$ cat src/rtl/substitution_layer_iter_if.sv
// Start/done handshake bundle between the permutation control and the folded S-box layer.
// Lane x0 is state[0] through x4 at state[4]; bit i of every lane forms S-box column i.
interface substitution_layer_iter_if;
  logic             start_i;
  logic             en_i;
  logic [4:0][63:0] state_i;
  logic [4:0][63:0] state_o;
  logic             busy_o;
  logic             done_o;

  modport master (
    output start_i, en_i, state_i,
    input  state_o, busy_o, done_o
  );

  modport slave (
    input  start_i, en_i, state_i,
    output state_o, busy_o, done_o
  );
endinterface

$ cat src/rtl/substitution_layer_iter.sv
// Folded ASCON substitution layer: COLS_PER_CYCLE S-box columns per enabled cycle, 64/COLS_PER_CYCLE slices.
// Latency NB_SLICES+1 edges from start to done with en_i held high; en_i=0 freezes a busy run.
module substitution_layer_iter #(
  parameter int COLS_PER_CYCLE = 8
) (
  input logic                  clock_i,
  input logic                  reset_i,
  substitution_layer_iter_if.slave bus
);

  localparam int NB_SLICES = (COLS_PER_CYCLE == 0) ? 1 : 64 / COLS_PER_CYCLE;
  localparam int CNT_W     = (NB_SLICES > 1) ? $clog2(NB_SLICES) : 1;
  localparam logic [CNT_W-1:0] LAST_SLICE = CNT_W'(NB_SLICES - 1);

  localparam logic [4:0] SBOX [32] = '{
    5'h04, 5'h0b, 5'h1f, 5'h14, 5'h1a, 5'h15, 5'h09, 5'h02,
    5'h1b, 5'h05, 5'h08, 5'h12, 5'h1d, 5'h03, 5'h06, 5'h1c,
    5'h1e, 5'h13, 5'h07, 5'h0e, 5'h00, 5'h0d, 5'h11, 5'h18,
    5'h10, 5'h0c, 5'h01, 5'h19, 5'h16, 5'h0a, 5'h0f, 5'h17
  };

  generate
    if (COLS_PER_CYCLE <= 0 || (64 % COLS_PER_CYCLE) != 0) begin : g_bad_cols
      $error("COLS_PER_CYCLE must be a non-zero divisor of 64");
    end
  endgenerate

  typedef enum logic [0:0] {IDLE, BUSY} fsm_t;

  fsm_t             fsm_q;
  logic [CNT_W-1:0] cnt_q;
  logic [4:0][63:0] state_q;
  logic [4:0][63:0] state_d;
  logic             busy_q;
  logic             done_q;

  // Only the current slice is rewritten; every other column passes through unchanged.
  always_comb begin
    logic [5:0] col_idx;
    logic [4:0] col_in;
    logic [4:0] col_out;
    int         base;
    state_d = state_q;
    col_idx = '0;
    col_in  = '0;
    col_out = '0;
    base    = int'(cnt_q) * COLS_PER_CYCLE;
    for (int j = 0; j < COLS_PER_CYCLE; j++) begin
      col_idx = 6'(base + j);
      col_in  = {state_q[0][col_idx], state_q[1][col_idx], state_q[2][col_idx],
                 state_q[3][col_idx], state_q[4][col_idx]};
      col_out = SBOX[col_in];
      state_d[0][col_idx] = col_out[4];
      state_d[1][col_idx] = col_out[3];
      state_d[2][col_idx] = col_out[2];
      state_d[3][col_idx] = col_out[1];
      state_d[4][col_idx] = col_out[0];
    end
  end

  always_ff @(posedge clock_i or posedge reset_i) begin
    if (reset_i) begin
      fsm_q   <= IDLE;
      cnt_q   <= '0;
      state_q <= '0;
      busy_q  <= 1'b0;
      done_q  <= 1'b0;
    end else begin
      case (fsm_q)
        IDLE: begin
          done_q <= 1'b0;
          if (bus.start_i) begin
            state_q <= bus.state_i;
            cnt_q   <= '0;
            busy_q  <= 1'b1;
            fsm_q   <= BUSY;
          end
        end
        BUSY: begin
          // start_i is deliberately not looked at here: a run is never restarted or queued.
          if (bus.en_i) begin
            state_q <= state_d;
            if (cnt_q == LAST_SLICE) begin
              cnt_q  <= '0;
              busy_q <= 1'b0;
              done_q <= 1'b1;
              fsm_q  <= IDLE;
            end else begin
              cnt_q <= cnt_q + 1'b1;
            end
          end
        end
        default: fsm_q <= IDLE;
      endcase
    end
  end

  assign bus.state_o = state_q;
  assign bus.busy_o  = busy_q;
  assign bus.done_o  = done_q;

endmodule

$ cat src/flat_wrapper.sv
// flat-port wrapper written by rule: the top's interface ports become plain ports
module substitution_layer_iter_flat 
#(
  parameter int COLS_PER_CYCLE = 8
)
  (clock_i, reset_i, bus_start_i, bus_en_i, bus_state_i, bus_state_o, bus_busy_o, bus_done_o);
  substitution_layer_iter_if bus_i ();
  input logic clock_i;
  input logic reset_i;
  input wire logic [$bits(bus_i.start_i)-1:0] bus_start_i;
  input wire logic [$bits(bus_i.en_i)-1:0] bus_en_i;
  input wire logic [$bits(bus_i.state_i)-1:0] bus_state_i;
  output wire logic [$bits(bus_i.state_o)-1:0] bus_state_o;
  output wire logic [$bits(bus_i.busy_o)-1:0] bus_busy_o;
  output wire logic [$bits(bus_i.done_o)-1:0] bus_done_o;
  assign bus_i.start_i = bus_start_i;
  assign bus_i.en_i = bus_en_i;
  assign bus_i.state_i = bus_state_i;
  assign bus_state_o = bus_i.state_o;
  assign bus_busy_o = bus_i.busy_o;
  assign bus_done_o = bus_i.done_o;
  substitution_layer_iter #(.COLS_PER_CYCLE(COLS_PER_CYCLE)) u_core (.clock_i(clock_i), .reset_i(reset_i), .bus(bus_i));
endmodule
$ cat config.mk
export PLATFORM = sky130hd
export DESIGN_NAME = substitution_layer_iter_flat
export DESIGN_NICKNAME = d
export VERILOG_FILES = /design/src/rtl/substitution_layer_iter_if.sv /design/src/rtl/substitution_layer_iter.sv /design/src/flat_wrapper.sv
export SDC_FILE = /design/constraint.sdc
export NUM_CORES = 1
export LEC_CHECK = 0
export CORE_AREA = 10 10 241 243
export CTS_BUF_LIST = sky130_fd_sc_hd__clkbuf_2 sky130_fd_sc_hd__clkbuf_4 sky130_fd_sc_hd__clkbuf_8
export DETAILED_ROUTE_END_ITERATION = 8
export DIE_AREA = 0 0 251 253
export HOLD_SLACK_MARGIN = 0.06
export PLACE_DENSITY = 0.66
export SETUP_SLACK_MARGIN = 0.15
export SLEW_MARGIN = 25
export SYNTH_ARGS = -nofsm -noshare
export SYNTH_HDL_FRONTEND = slang
export SYNTH_SLANG_ARGS = --single-unit
$ cat constraint.sdc
create_clock -name clock_i -period 24.8 [get_ports clock_i]
set_input_delay 3.72 -clock clock_i [delete_from_list [all_inputs] [get_ports clock_i]]
set_output_delay 3.72 -clock clock_i [all_outputs]
set_load 0.02 [all_outputs]
Word level (Yosys, flattened, before mapping)
Memory sizes are Yosys's and may differ from the RTL's.
Index checks and enable logic that the tools add are counted.
- equal/unequal tests: 4
- mux-type cells: 170
- reduce and logical (&&, ||, !) cells: 11
- bitwise logic cells: 9
- add/sub/neg operators: 8
- order comparisons: 24
- operators by type and width (operator ; count):
    64-bit bitwise mux ; 40
    320-bit two-way mux ; 2
    320-bit case mux with 2 select lines ; 1
    1-bit binary-select mux with 6-bit select ; 35
    5-bit two-way mux ; 16
    6-bit by 7-bit less-than comparator with 1-bit output, second input constant ; 8
    1-bit two-way mux ; 56
    6-bit by 1-bit >= comparator with 1-bit output, second input constant ; 8
    6-bit >= comparator, second input constant ; 8
    5-bit NOT with 6-bit output ; 8
    1-bit demux with 6-bit select ; 7
    6-bit by 3-bit adder with 6-bit output, second input constant ; 4
    1-bit binary-select mux with 3-bit select ; 5
    6-bit by 2-bit adder with 6-bit output, second input constant ; 2
    3-bit two-way mux ; 3
    1-bit logical AND ; 8
    6-bit by 1-bit adder with 6-bit output, second input constant ; 1
    2-bit inequality test, second input constant ; 3
    1-bit case mux with 2 select lines ; 3
    3-bit case mux with 2 select lines ; 1
    2-bit AND reduction ; 2
    3-bit by 1-bit adder with 3-bit output, second input constant ; 1
    1-bit demux with 3-bit select ; 1
    3-bit == test, second input constant ; 1
    other kinds (2) ; 2
- register bits: 326
- input bits: 324
- memories kept: 8
- word-level logic and storage cells: 243
- memory bits (read-only): 1280
- memories (memory ; depth ; bits a word ; read ports ; clocked after memory_dff ; wr ports ; RTL line ; source):
    (name not given) ; 32 ; 5 ; 1 ; 0 ; 0 ; substitution_layer_iter.sv:52 ; col_out = SBOX[col_in];
    (name not given) ; 32 ; 5 ; 1 ; 0 ; 0 ; substitution_layer_iter.sv:52 ;
    (name not given) ; 32 ; 5 ; 1 ; 0 ; 0 ; substitution_layer_iter.sv:52 ;
    (name not given) ; 32 ; 5 ; 1 ; 0 ; 0 ; substitution_layer_iter.sv:52 ;
    (name not given) ; 32 ; 5 ; 1 ; 0 ; 0 ; substitution_layer_iter.sv:52 ;
    (name not given) ; 32 ; 5 ; 1 ; 0 ; 0 ; substitution_layer_iter.sv:52 ;
    2 more memories ; -- ; -- ; -- ; -- ; -- ; -- ;

Logic depth before layout (Yosys ltp)
Gate-level depths: netlist of the first run.
- depth after elaboration: 16
- mapped depth: 15

Least setup slack after synthesis of the first run
OpenSTA, ideal clock, no wires.
- kind: input-to-reg
- from: input port bus_en_i
- to: register u_core.state_q, in the netlist u_core.bus.state_o[161]
- arrival: 5.057 ns
- setup time: 0.074 ns
- path slack: 19.669 ns
- cell stages on the path: 8
- buffers on the path: 2
- cells stage by stage: nand2_1 nor2_1 nand2_1 nand2_1 clkbuf_1 clkbuf_1 nor2_1 nor2_1
- cells in the longest elaborated chain, start to end: 2
- RTL lines (what ; RTL line ; source):
    from (decl) ; flat_wrapper.sv:11 ; input wire logic [$bits(bus_i.en_i)-1:0] bus_en_i;
    2-bit inequality test (no line) ; -- ;
    2-bit AND reduction (no line) ; -- ;
    to (signal assigned) ; substitution_layer_iter.sv:73 ; state_q <= bus.state_i;
    to (signal assigned) ; substitution_layer_iter.sv:82 ; state_q <= state_d;
    to (decl) ; substitution_layer_iter.sv:32 ; logic [4:0][63:0] state_q;
No other way between the ends.
A chain may end at the register's enable or synchronous reset.

Worst setup path after layout of the first run
- from: input port bus_en_i
- to: register u_core.state_q, in the netlist u_core.bus.state_o[130]
The elaborated chain is that of the path after synthesis.

==> flow_summary_export.csv, run 1 <==
group,metric,value,unit
power,internal_power,2.31,mW
critical_path,critical-path-max-stage-delay,0.84,ns
sta,post-route-period-util,25.4,%
clock_tree,root_buffer,"clkbuf_8",
power,p_switching,2.71,mW
critical_path,cpMaxStageDelayCell,"nand2_2",
power,clkPwrFrac,11.0,%
critical_path,path_cells,"clkdlybuf4s50_1 -> nand2_1 -> nor2_1 -> nand2_1 -> nand2_2 -> o221ai_1 -> o21a_1",
global_route,grt_start_max_net_pins,158,
global_route,grt_use_met1,39.6,%
synth,yosysUniqueCellTypes,65,
sta,relSlewSlack,18.9,%
floorplan,dieArea,63500,sq um
clock_tree,numClockSinks,326,
floorplan,ios,646,
worst_hold_path,hp-class,"reg2reg",
sta,skew,0.0333,ns
floorplan,fp-row-count,85,
floorplan,start_util,34.6,%
drt,drc,0,
drt,vias_per_cell,6.18,
synth,yosys_warnings,0,
floorplan,core_area,53300,sq um
power,swShare,54.0,%
placed_design,place_hpwl,75.2,mm
sta,period_needed,6.30,ns
critical_path,crit_type,"in2reg",
clock_tree,cts_htree_levels,2,
synth,dominantRegCellSynth,"dfrtp_1",
floorplan,die_h,253,um
run_status,outcome,"complete, no violations",
floorplan,die_w,251,um
global_route,grtUsageTotal,31.6,%
placed_design,placement.io_buffers,645,
clock_tree,cts_resized,0,
synth,postSynthCellCount,1936,
drt,wl_per_cell,32.3,um
synth,synth_edf_count,0,
power,p_seq_share,21.2,%
synth,syn-cell-area,18400,sq um
global_route,use_met2,50.3,%
drt,wl,105,mm
critical_path,worstPathArrival,6.86,ns
drt,vias,20200,
sta,tns,0,ns
clock_tree,cts_buffers,60,
global_route,antenna_found_initial,13,
clock_tree,cts_hold_buf,0,
synth,syn-num-nets,2278,
sta,timing.fmax,0.159,GHz
placed_design,gp_congestion,0.916,
drt,drt_iter0_markers,2228,
power,ir_drop,0.000103,V
power,total_power,5.02,mW
layout,layout.nets,2857,
critical_path,critPathMaxFanout,29,
layout,syn_to_final_growth,45.9,%
synth,syn_area_per_cell,9.53,sq um
worst_hold_path,min_from,"u_core.bus.state_o[316]",
critical_path,cp.required,25.36,ns
sta,worst_pin_slew,1.21,ns
critical_path,cp-end-kind,"register",
global_route,grt_use_met3,8.24,%
global_route,grt.busiest_layer,"met2",
global_route,grt_pass1_wl,148,mm
synth,yosys-top-cells-count,"nor2_1, dfrtp_1, a221oi_1",
synth,synth_area_leaders,"dfrtp_1, nor2_1, a221oi_1, mux4_2, nand2_1",
power,total_leakage_power,10.8,nW
synth,synth_top_area_share,44.2,%
run,timing.max_cap.violations,0,
synth,synth_seq_cells,326,
critical_path,startpoint,"bus_en_i",
synth,yosys.area.top_type,"dfrtp_1",
clock_tree,postCtsSetupBuffers,0,
critical_path,crit-reg2reg-launch,"u_core.cnt_q[0]",
drt,drt.antenna.violating_nets,0,
power,combPwrFrac,67.8,%
layout,drive_above_1_share,10.4,%
clock_tree,cts_max_path_buffers,3,
sta,slew_viol_final,0,
global_route,grt_overflow_total,0,
critical_path,worstSetupStartpointType,"input port",
sta,hold_violations,0,
synth,async_reset_ff_share,100,%
sta,setup_viol,0,
sta,rsz0062_at_grt,"no",
clock_tree,clkLatencyLatePin,0.69,ns
global_route,grt_pass1_vias,20400,
clock_tree,path_clk_slew,0.06,ns
synth,ys_seq_area_share,44.2,%
synth,yosysMostFrequentCell,"nor2_1",
drt,drt-pass1-iter-count,6,
critical_path,crit_top_cell,"nand2_1",
layout,fillerInstances,4888,
power,power_density,186,nW/um^2
clock_tree,tritoncts,"yes",
==> flip-flops by register name, indices dropped and copies added, names as in the netlist <==
| signal | cells |
|---|---|
| u_core.bus.state_o | 320 |
| u_core.bus.done_o | 1 |
| u_core.bus.busy_o | 1 |
| u_core.cnt_q | 3 |
| u_core.fsm_q | 1 |
==> final cells by class <==
type	instances	area, sq um	area share [%]
Timing Repair Buffer	683	6830	25.4
Tap cell	696	871	3.24
Inverter	27	116	0.432
Sequential cell	326	8170	30.4
Clock inverter	4	27.5	0.102
Antenna cell	13	32.5	0.121
Clock buffer	98	1210	4.50
Multi-Input combinational cell	1417	9650	35.9
==> path summary, 6_finish.rpt <==
kind | endpoint | slack, ns | cells past startpoint
worst max-delay path | u_core.bus.state_o[130] | 18.50 | 7
worst min-delay path | u_core.bus.state_o[316] | 0.51 | 2
worst max register to register | u_core.bus.state_o[92] | 19.49 | 10
worst min register to register | u_core.bus.state_o[316] | 0.51 | 2
max in group asynchronous | u_core.bus.state_o[15] | 19.71 | 3
min in group asynchronous | u_core.bus.state_o[295] | 3.51 | 2
==> routing by layer <==
| metal | part of all wire [%] | vias to the layer above |
|---|---|---|
| met1 | 39 | 10000 |
| li1 | - | 8371 |
| met2 | 47 | 1519 |
| met5 | 0.012 | - |
| met4 | 4.6 | 2 |
| met3 | 10 | 277 |
==> critical path: cells and delay by family <==
| kind | cells | cell delay, ns |
|---|---|---|
| buffers and inverters | 1 | 0.60 |
| AO/OA/AOI/OAI | 2 | 0.45 |
| AND/OR/NAND/NOR | 4 | 2.08 |
==> power groups by stage <==
stage	registers (mW)	logic, mW	clock network [mW]
after floorplan	1.25	1.57	0
after global placement	1.05	3.27	0
after detailed placement	1.05	3.33	0
after CTS	1.05	3.33	0.553
after global routing	1.09	3.55	0.579
final	1.06	3.40	0.552
==> cells in the final DEF (no fill, tap or decap), types with 32 or more instances in the layout <==
master / count
a22oi_1: 35
nand2_1: 153
a2bb2oi_1: 32
clkbuf_8: 76
mux4_2: 44
mux2i_1: 47
buf_4: 33
clkdlybuf4s50_1: 645
a21oi_1: 88
a221oi_1: 159
o21ai_0: 107
nor2_1: 373
dfrtp_1: 323
nand3_1: 38
==> metrics by stage <==
step           cell area (sq um)  worst slack [ns]  hold WS [ns]  utilization, %  std cells
3_5_place_dp               25600             17.90         0.491            48.0       3147
4_1_cts                    26800             18.62         0.506            50.3       3249
5_1_grt                    26900             18.37         0.529            50.5       3263
2_1_floorplan              18400             12.05         0.563               -       1936
3_3_place_gp               25500             17.99         0.487            47.9       3145
6_report                   26900             18.50         0.507            50.5       3264
==> cells by family (layout without fill, tap and decap cells) <==
logic type	Yosys count	count (layout)	share of synthesized area, %
adders and majority gates	24	24	1.55
AOI/OAI and AO/OA	592	592	23.2
xor gates and xnor gates	34	34	2.10
DFF	326	326	44.2
and+or+nand+nor	644	644	14.5
other	0	13	0
buffers and inverters	193	812	4.50
muxes	123	123	9.90
No activity file was read; power rests on OpenSTA's default activity.
==> run 2, diff against run 1 <==
--- a/config.mk
+++ b/config.mk
@@ -5,12 +5,12 @@
 export SDC_FILE = /design/constraint.sdc
 export NUM_CORES = 1
 export LEC_CHECK = 0
-export CORE_AREA = 10 10 241 243
+export CORE_AREA = 10 10 245 247
 export CTS_BUF_LIST = sky130_fd_sc_hd__clkbuf_2 sky130_fd_sc_hd__clkbuf_4 sky130_fd_sc_hd__clkbuf_8
 export DETAILED_ROUTE_END_ITERATION = 8
-export DIE_AREA = 0 0 251 253
+export DIE_AREA = 0 0 255 257
 export HOLD_SLACK_MARGIN = 0.06
-export PLACE_DENSITY = 0.66
+export PLACE_DENSITY = 0.67
 export SETUP_SLACK_MARGIN = 0.15
 export SLEW_MARGIN = 25
 export SYNTH_ARGS = -nofsm -noshare
==> constraint.sdc (replaced) <==
create_clock -name clock_i -period 5.2 [get_ports clock_i]
set_input_delay 0.78 -clock clock_i [delete_from_list [all_inputs] [get_ports clock_i]]
set_output_delay 0.78 -clock clock_i [all_outputs]
set_load 0.02 [all_outputs]
==> flow_summary_export.csv, run 2 (synthesized netlist as in run 1, its figures left out) <==
group,metric,value,unit
global_route,antenna_found_initial,15,
power,power_density,892,nW/um^2
floorplan,core_area,54900,sq um
placed_design,gp_congestion,0.933,
layout,syn_to_final_growth,46.8,%
sta,skew,0.0447,ns
drt,drt_iter0_markers,2477,
worst_hold_path,hp-class,"in2async",
critical_path,path_cells,"buf_4 -> nand2b_1 -> nor2_1 -> a222oi_1 -> ha_1 -> and3_1 -> nor4_1 -> xor2_1 -> a221oi_1 -> nor2_1",
clock_tree,cts_buffers,61,
critical_path,crit_type,"reg2reg",
global_route,grt_overflow_total,0,
layout,final_cell_mix,"clkdlybuf4s50_1, nor2_1, dfrtp_1",
clock_tree,postCtsSetupBuffers,0,
clock_tree,path_clk_slew,0.06,ns
sta,worst_pin_slew,1.14,ns
floorplan,start_util,33.6,%
critical_path,crit_buf_inv,1,
sta,rsz0062_at_grt,"no",
run_status,outcome,"complete, no violations",
clock_tree,cts_htree_levels,2,
placed_design,post_dp_cell_area,25700,sq um
clock_tree,cts_max_path_buffers,3,
critical_path,crit_family,"compound AO/OA/AOI/OAI gates",
critical_path,cpMaxStageDelayCell,"dfrtp_4",
layout,instances_no_fill,3300,
power,ir_drop,0.000508,V
critical_path,startpoint,"u_core.cnt_q[2]",
clock_tree,clkLatencyLatePin,0.69,ns
global_route,grtUsageTotal,31.8,%
drt,drc,0,
critical_path,worstSetupStartpointType,"register",
floorplan,die_h,257,um
drt,vias_per_cell,6.20,
critical_path,crit-reg2reg-launch,"u_core.cnt_q[2]",
clock_tree,cts_hold_buf,0,
sta,hold_violations,0,
global_route,grt_pass1_vias,20900,
global_route,grt_start_max_net_pins,174,
layout,layout_commonest_cell,"clkdlybuf4s50_1",
sta,period_needed,4.54,ns
drt,wl,108,mm
drt,wl_per_cell,32.8,um
critical_path,crit_top_cell,"nor2_1",
drt,vias,20500,
clock_tree,cts_resized,0,
sta,slew_viol_final,0,
critical_path,critical-path-max-stage-delay,0.94,ns
clock_tree,tritoncts,"yes",
run,timing.max_cap.violations,0,
clock_tree,root_buffer,"clkbuf_8",
critical_path,worstPathArrival,5.14,ns
layout,largest_reg_flops,320,
floorplan,die_w,255,um
floorplan,dieArea,65500,sq um
layout,drive_above_1_share,11.3,%
sta,tns,0,ns
critical_path,cp.required,5.80,ns
sta,setup_viol,0,
drt,drt-pass1-iter-count,6,
layout,layout.nets,2879,
layout,fin_area,27100,sq um
floorplan,ios,646,
power,total_leakage_power,11.0,nW
critical_path,cp-end-kind,"register",
drt,drt.antenna.violating_nets,0,
placed_design,dp_cells,3177,
layout,final_core_util,49.3,%
sta,post-route-period-util,87.3,%
floorplan,fp-row-count,86,
critical_path,critPathMaxFanout,47,
sta,timing.fmax,0.220,GHz
placed_design,placement.io_buffers,645,
global_route,grt_pass1_wl,152,mm
clock_tree,numClockSinks,326,
sta,relSlewSlack,22.0,%
placed_design,place_hpwl,78.4,mm
-- run 2: path summary, 6_finish.rpt --
kind | to | slack, ns | cells past startpoint
max in group asynchronous | u_core.bus.state_o[55] | 3.60 | 3
max reg2reg | u_core.bus.state_o[124] | 0.66 | 10
min in group clock_i | u_core.bus.state_o[316] | 0.51 | 2
min | u_core.bus.state_o[280] | 0.48 | 2
max | u_core.bus.state_o[124] | 0.66 | 10
min reg2reg | u_core.bus.state_o[316] | 0.51 | 2
-- run 2: report_power, final --
part	internal [mW]	total, mW	switching, mW
Combinational	5.96	16.3	10.3
Sequential	3.74	5.20	1.46
Clock	1.51	2.69	1.18
Total	11.2	24.2	13.0
-- run 2: cell type report --
| cell class | count | area (sq um) |
|---|---|---|
| Antenna cell | 13 | 32.5 |
| Clock inverter | 4 | 25.0 |
| Inverter | 27 | 113 |
| Clock buffer | 105 | 1260 |
| Fill cell | 5080 | 27800 |
| Timing Repair Buffer | 704 | 6960 |
| Tap cell | 704 | 881 |
| Multi-Input combinational cell | 1417 | 9640 |
| Sequential cell | 326 | 8170 |
-- run 2: stage by stage --
step | total power [mW] | hold WS (ns) | worst slack, ns
floorplan | 13.5 | 0.563 | 0.0693
global placement | 20.8 | 0.486 | 0.946
detailed placement | 21.1 | 0.487 | 0.785
CTS | 23.8 | 0.440 | 0.788
global route | 25.1 | 0.501 | 0.507
finish | 24.2 | 0.481 | 0.659
-- run 2: metal layers --
layer | GRT usage (%) | part of all wire (%)
met4 | 16.0 | 5.0
met2 | 50.0 | 46
met5 | 0 | 0.022
met1 | 39.3 | 38
met3 | 8.83 | 11
